## config.mk

```make
export PLATFORM = sky130hd
export DESIGN_NAME = aes_block_receiver
export DESIGN_NICKNAME = d
export VERILOG_FILES = /design/src/rtl/aes_block_receiver.sv
export SDC_FILE = /design/constraint.sdc
export NUM_CORES = 1
export LEC_CHECK = 0
export CAP_MARGIN = 20
export CORE_MARGIN = 2
export CORE_UTILIZATION = 48
export CTS_BUF_LIST = sky130_fd_sc_hd__clkbuf_4 sky130_fd_sc_hd__clkbuf_8
export CTS_CLUSTER_SIZE = 8
export DETAILED_ROUTE_END_ITERATION = 10
export HOLD_SLACK_MARGIN = 0.03
export PLACE_DENSITY = 0.79
export SLEW_MARGIN = 5
export SYNTH_ARGS = -nofsm -noshare
export SYNTH_HDL_FRONTEND = slang
export SYNTH_SLANG_ARGS = --single-unit
```

## constraint.sdc

```tcl
create_clock -name Clk -period 2.33 [get_ports Clk]
set_input_delay 0.3495 -clock Clk [delete_from_list [all_inputs] [get_ports Clk]]
set_output_delay 0.3495 -clock Clk [all_outputs]
set_load 0.02 [all_outputs]
```

## src/rtl/aes_block_receiver.sv

```systemverilog
// UART receiver that assembles command-tagged 16-byte AES frames (key/encrypt/decrypt).
// Optional inter-byte idle timeout in COLLECT is built only when RX_FRAME_TIMEOUT_EN is defined.
//   state      | meaning
//   B_IDLE     | line idle, waiting for a falling edge
//   B_START    | mid start-bit recheck (glitch filter)
//   B_DATA     | sampling 8 data bits, LSB first
//   B_STOP     | sampling stop bit
//   F_WAIT_CMD | expecting a 'K'/'E'/'D' command byte
//   F_COLLECT  | gathering 16 payload bytes
//   F_HOLD     | frame presented on Block/Kind with Ry high
module aes_block_receiver #(
  parameter int CLKS_PER_BIT = 434,
  parameter int TIMEOUT_BITS = 20
) (
  input  logic         Clk,
  input  logic         Rst,
  input  logic         Rx,
  output logic [127:0] Block,
  output logic [1:0]   Kind,
  output logic         Ry,
  input  logic         Ack,
  output logic         FrameErr,
  output logic         Overrun
);

  localparam int CW = $clog2(CLKS_PER_BIT + 1);
  localparam logic [CW-1:0] FULL_LOAD = CW'(CLKS_PER_BIT - 1);
  localparam logic [CW-1:0] HALF_LOAD = CW'(CLKS_PER_BIT / 2 - 1);

  typedef enum logic [1:0] {B_IDLE, B_START, B_DATA, B_STOP} bit_state_e;
  typedef enum logic [1:0] {F_WAIT_CMD, F_COLLECT, F_HOLD} frame_state_e;

  logic          rx_meta_q, rx_sync_q;
  bit_state_e    bit_state_q, bit_state_d;
  logic [CW-1:0] cnt_q, cnt_d;
  logic [2:0]    bit_idx_q, bit_idx_d;
  logic [7:0]    shift_q, shift_d;
  logic          byte_valid, byte_bad;

  frame_state_e  frame_state_q, frame_state_d;
  logic [3:0]    byte_cnt_q, byte_cnt_d;
  logic [127:0]  block_q, block_d;
  logic [1:0]    kind_q, kind_d;
  logic          ry_q, ry_d;
  logic          frame_err_q, frame_err_d;
  logic          overrun_q, overrun_d;
  logic          tmo_expire;
  logic          in_cmd;
  logic [6:0]    byte_lsb;

  always_comb begin
    bit_state_d = bit_state_q;
    cnt_d       = cnt_q;
    bit_idx_d   = bit_idx_q;
    shift_d     = shift_q;
    byte_valid  = 1'b0;
    byte_bad    = 1'b0;
    case (bit_state_q)
      B_IDLE: begin
        if (!rx_sync_q) begin
          bit_state_d = B_START;
          cnt_d       = HALF_LOAD;
        end
      end
      B_START: begin
        if (cnt_q != '0) begin
          cnt_d = cnt_q - CW'(1);
        end else if (rx_sync_q) begin
          bit_state_d = B_IDLE;
        end else begin
          bit_state_d = B_DATA;
          cnt_d       = FULL_LOAD;
          bit_idx_d   = 3'd0;
        end
      end
      B_DATA: begin
        if (cnt_q != '0) begin
          cnt_d = cnt_q - CW'(1);
        end else begin
          shift_d   = {rx_sync_q, shift_q[7:1]};
          cnt_d     = FULL_LOAD;
          bit_idx_d = bit_idx_q + 3'd1;
          if (bit_idx_q == 3'd7) bit_state_d = B_STOP;
        end
      end
      B_STOP: begin
        if (cnt_q != '0) begin
          cnt_d = cnt_q - CW'(1);
        end else begin
          bit_state_d = B_IDLE;
          byte_valid  = rx_sync_q;
          byte_bad    = !rx_sync_q;
        end
      end
      default: bit_state_d = B_IDLE;
    endcase
  end

`ifdef RX_FRAME_TIMEOUT_EN
  localparam int TW = $clog2(TIMEOUT_BITS * CLKS_PER_BIT + 1);
  localparam logic [TW-1:0] TMO_LOAD = TW'(TIMEOUT_BITS * CLKS_PER_BIT - 1);
  logic [TW-1:0] tmo_q, tmo_d;

  // Counts only idle-line cycles in COLLECT; any byte activity reloads it.
  always_comb begin
    tmo_d      = tmo_q;
    tmo_expire = 1'b0;
    if (frame_state_q != F_COLLECT || bit_state_q != B_IDLE) begin
      tmo_d = TMO_LOAD;
    end else if (tmo_q == '0) begin
      tmo_expire = 1'b1;
      tmo_d      = TMO_LOAD;
    end else begin
      tmo_d = tmo_q - TW'(1);
    end
  end

  always_ff @(posedge Clk) begin
    if (Rst) tmo_q <= TMO_LOAD;
    else     tmo_q <= tmo_d;
  end
`else
  assign tmo_expire = 1'b0;
`endif

  // An Ack landing together with a byte frees the frame first, so the byte is a command.
  assign in_cmd   = (frame_state_q == F_WAIT_CMD) || (frame_state_q == F_HOLD && Ack);
  assign byte_lsb = {~byte_cnt_q, 3'b000};

  always_comb begin
    frame_state_d = frame_state_q;
    byte_cnt_d    = byte_cnt_q;
    block_d       = block_q;
    kind_d        = kind_q;
    ry_d          = ry_q;
    frame_err_d   = 1'b0;
    overrun_d     = 1'b0;
    if (frame_state_q == F_HOLD && Ack) begin
      frame_state_d = F_WAIT_CMD;
      ry_d          = 1'b0;
    end
    if (byte_bad) frame_err_d = 1'b1;
    if (tmo_expire) begin
      frame_state_d = F_WAIT_CMD;
      frame_err_d   = 1'b1;
    end
    if (byte_valid) begin
      if (in_cmd) begin
        case (shift_q)
          8'h4B: begin kind_d = 2'b00; frame_state_d = F_COLLECT; byte_cnt_d = 4'd0; end
          8'h45: begin kind_d = 2'b01; frame_state_d = F_COLLECT; byte_cnt_d = 4'd0; end
          8'h44: begin kind_d = 2'b10; frame_state_d = F_COLLECT; byte_cnt_d = 4'd0; end
          default: frame_err_d = 1'b1;
        endcase
      end else if (frame_state_q == F_COLLECT) begin
        block_d[byte_lsb +: 8] = shift_q;
        byte_cnt_d             = byte_cnt_q + 4'd1;
        if (byte_cnt_q == 4'd15) begin
          frame_state_d = F_HOLD;
          ry_d          = 1'b1;
        end
      end else begin
        overrun_d = 1'b1;
      end
    end
  end

  always_ff @(posedge Clk) begin
    if (Rst) begin
      rx_meta_q     <= 1'b1;
      rx_sync_q     <= 1'b1;
      bit_state_q   <= B_IDLE;
      cnt_q         <= CW'(1);
      bit_idx_q     <= 3'd0;
      shift_q       <= 8'h00;
      frame_state_q <= F_WAIT_CMD;
      byte_cnt_q    <= 4'd0;
      block_q       <= '0;
      kind_q        <= 2'b00;
      ry_q          <= 1'b0;
      frame_err_q   <= 1'b0;
      overrun_q     <= 1'b0;
    end else begin
      rx_meta_q     <= Rx;
      rx_sync_q     <= rx_meta_q;
      bit_state_q   <= bit_state_d;
      cnt_q         <= cnt_d;
      bit_idx_q     <= bit_idx_d;
      shift_q       <= shift_d;
      frame_state_q <= frame_state_d;
      byte_cnt_q    <= byte_cnt_d;
      block_q       <= block_d;
      kind_q        <= kind_d;
      ry_q          <= ry_d;
      frame_err_q   <= frame_err_d;
      overrun_q     <= overrun_d;
    end
  end

  assign Block    = block_q;
  assign Kind     = kind_q;
  assign Ry       = ry_q;
  assign FrameErr = frame_err_q;
  assign Overrun  = overrun_q;

endmodule

```

==> results by group <==
Global route
  • Overflow after GRT: 0
  • Largest net degree at the start of global routing: 64
  • Antenna violations before repair: 0
  • Global-route wire length before repair: between 20000 and 30000 um
  • Vias in the first global route: 5537
  • Total Routing Usage GR: 23.82%

STA
  • Highest clock rate: roughly 0.46 GHz
  • Max_slew headroom: about 57%
  • Worst slew pin tran: between 600 and 700 ps
  • RSZ-0062 raised after global routing: false
  • Fin crit share: roughly 94%
  • Min Tclk post-route: between 2000 and 2500 ps
  • Setup violations, final: 0
  • Worst Skew: 12.94 ps
  • Fin. max-slew vios: 0
  • Setup TNS: 0 ps
  • Hold Violations, Final: 0
  • Tightest hold margin: between 150 and 200 ps

Worst hold path
  • Hold Path Class: input port to flop
  • HP Start: Rst

Clocking
  • TritonCTS clock tree: yes
  • Num CTS Buffers: 17
  • Clock slew at reported path FFs: 90 ps
  • Clock Tree Buf Depth: 2
  • Root Driver: clkbuf_8
  • Hold-fix buffers, CTS: 0
  • Htree depth: 4
  • Worst skew pair latency: 460 ps
  • Sink Count: between 150 and 200

Synthesis
  • Register area share after synthesis: between 40% and 50%
  • Post-synthesis cell type count: 53
  • Synthesized Nets: ~750
  • Synth Warn #: 0
  • #FFs+latches synth: 163
  • FFs w/ async S/R, synth: 0%
  • Top FF cell, synth: dfxtp_1
  • Post-Synthesis Cell Area: about 6700 um2
  • Gate Count Post-Synth: between 700 and 800
  • Post-synth EDFFs: 0
  • Mapped Avg Cell Area: about 9.1 um2

Detailed routing
  • Detail Route Antenna Nets: 0
  • Residual DRC: 0
  • DR vias: 5829
  • Via density per instance: 5.358
  • Total wire length: 17320 um
  • First drt pass iteration count: 5
  • Initial drt markers: 483
  • Wire length per cell: roughly 16 um

Power
  • P_leak: 3.210 nW
  • Max VDD drop: between 0.3 and 0.4 mV
  • Cell Pwr Density: 589.4 nW/um2

Setup path
  • CP arrival: 2520 ps
  • Startpoint types: flop
  • R2R Path Start: byte_cnt_q[0]
  • Worst R2R Setup Slack: approximately 140 ps
  • Req. time, crit path: 2660 ps
  • CP Max Fanout: 9
  • Critical Path Start: byte_cnt_q[0]
  • Crit. End Element: flop
  • Crit Path Class: flop to flop

Finish
  • Nets: about 900
  • Finished Cell Area: 8960 um2
  • Fraction of layout cells with a size suffix above 1: between 10% and 20%
  • Area grow syn2layout: 34.45%
  • Antenna fix cells: 0
  • Area of the multi-input gates: 3191 um2
  • Fillcell total: 1145
  • Seq. cell area: 3263 um2

Floorplan
  • Initial Util: between 40 and 50%
  • Core outline area: ~14000 um2
  • Die H: 121.8 um
  • DIE WIDTH: around 120 um
  • Io pins: between 100 and 150
  • Die area: 14840 um2
  • Row count: 43

Place
  • Dpl cell area: 8511 um2
  • Final HPWL DP: approximately 12000 um
  • Count of input and output buffers: 136
  • Placer congestion estimate: 0.8985

Run
  • Max-cap violations: 0

Run status
  • Outcome: complete, no violations
power breakdown:
part | switching (mW) | internal [mW] | total (mW)
logic | 0.271 | 0.148 | 0.419
clock network | 1.07 | 0.963 | 2.03
registers | 0.0235 | 2.81 | 2.83
cells by family (layout without fill, tap and decap cells):
group / count (synthesis) / after routing / share of synthesized area (%)
AOI/OAI and AO/OA: 115 / 115 / 9.820
xor gates and xnor gates: 2 / 2 / 0.2629
adders and majority gates: 11 / 11 / 2.065
buffers and inverters: 64 / 240 / 3.755
DFF: 163 / 163 / 48.97
muxes: 83 / 83 / 12.47
and+or+nand+nor: 294 / 294 / 22.66
state kept, by name, indices dropped and copies added (netlist names), named ones only:
name           cells
rx_meta_q          1
bit_idx_q          3
Block            128
FrameErr           1
cnt_q              9
Overrun            1
rx_sync_q          1
Ry                 1
byte_cnt_q         4
Kind               2
bit_state_q        1
frame_state_q      2
shift_q            8
through the flow:
step / power [mW] / setup WS [ps] / util, % / cells
floorplan: 3.167 / 18.57 / - / 732
global placement: 3.287 / 136.4 / 62.03 / 1053
detailed placement: 3.288 / 78.72 / 62.03 / 1053
CTS: 5.292 / 58.10 / 64.94 / 1085
global route: 5.468 / 2.682 / 65.31 / 1088
finish: 5.281 / 137.0 / 65.31 / 1088
layout make-up:
cell class	count	share of cell area, %
clock buffers	21	3.156
clock inverters	11	1.299
inverters	14	0.5865
multi-input cells	505	35.61
flip-flops and latches	163	36.42
well taps	180	2.514
repair buffers	194	20.42
metal layers:
metal	global-route usage, %	part of all wire (%)	vias up
li1	-	-	2875
met1	29.19	42	2701
met2	38.83	47	214
met3	7.210	8.1	39
met4	10.27	2.2	0
met5	0	0	-
final timing paths:
kind	end	cells past startpoint
worst min-delay path	byte_cnt_q[0]	2
worst max-delay path	Block[16]	8
worst max register to register	Block[16]	8
worst min register to register	rx_sync_q	1
critical path: stages (launching register included):
cell and delay (ps):
dfxtp_1 310, buf_4 160, ha_1 290, nand2b_1 240, o21a_2 320, nor4_4 300
buf_12 180, mux2i_1 200, nor2_1 50
cells in the final DEF (no fill, tap or decap), types with 4 or more instances in the layout:
| master | Yosys | routed |
|---|---|---|
| nand2b_1 | 4 | 4 |
| nand3b_1 | 6 | 6 |
| nand4b_1 | 4 | 4 |
| ha_1 | 11 | 10 |
| or4_1 | 4 | 4 |
| mux2i_1 | 83 | 83 |
| nand2_1 | 81 | 80 |
| o21ai_0 | 59 | 58 |
| inv_1 | 13 | 13 |
| a21o_1 | 4 | 4 |
| nor2_1 | 81 | 81 |
| or2_2 | 4 | 4 |
| a21oi_1 | 30 | 30 |
| clkdlybuf4s50_1 | 0 | 135 |
| nor4_4 | 6 | 6 |
| nand3_1 | 55 | 54 |
| nor3_1 | 10 | 10 |
| dfxtp_1 | 163 | 163 |
| buf_4 | 0 | 55 |
| nand4_1 | 8 | 8 |
| and2_1 | 10 | 10 |
| clkbuf_8 | 0 | 20 |
cells in the mapped netlist, drive strengths merged (3+ instances only):
cell type,instances,share of area [%]
ha,11,2.1
o211ai,3,0.34
or4,5,0.62
a21o,4,0.45
nand3,55,4.1
buf,10,0.71
nand4,8,0.75
inv,14,0.79
nand2b,4,0.38
nand3b,6,0.68
nor2,81,4.6
a211oi,4,0.45
nand2,81,4.6
nand4b,4,0.53
clkbuf,40,2.3
o21ai,59,4.4
mux2i,83,12
nor4,10,2.3
or2,4,0.38
nor3,13,1.2
dfxtp,163,49
a21oi,30,2.3
and2,10,0.94
timing repair:
| action | 4_1_cts | 5_1_grt |
|---|---|---|
| gates resized for setup | 0 | 8 |
| setup endpoints to repair | 0 | 52 |
| buffers inserted | 0 | 3 |
Power figures use the tool's default switching activity.
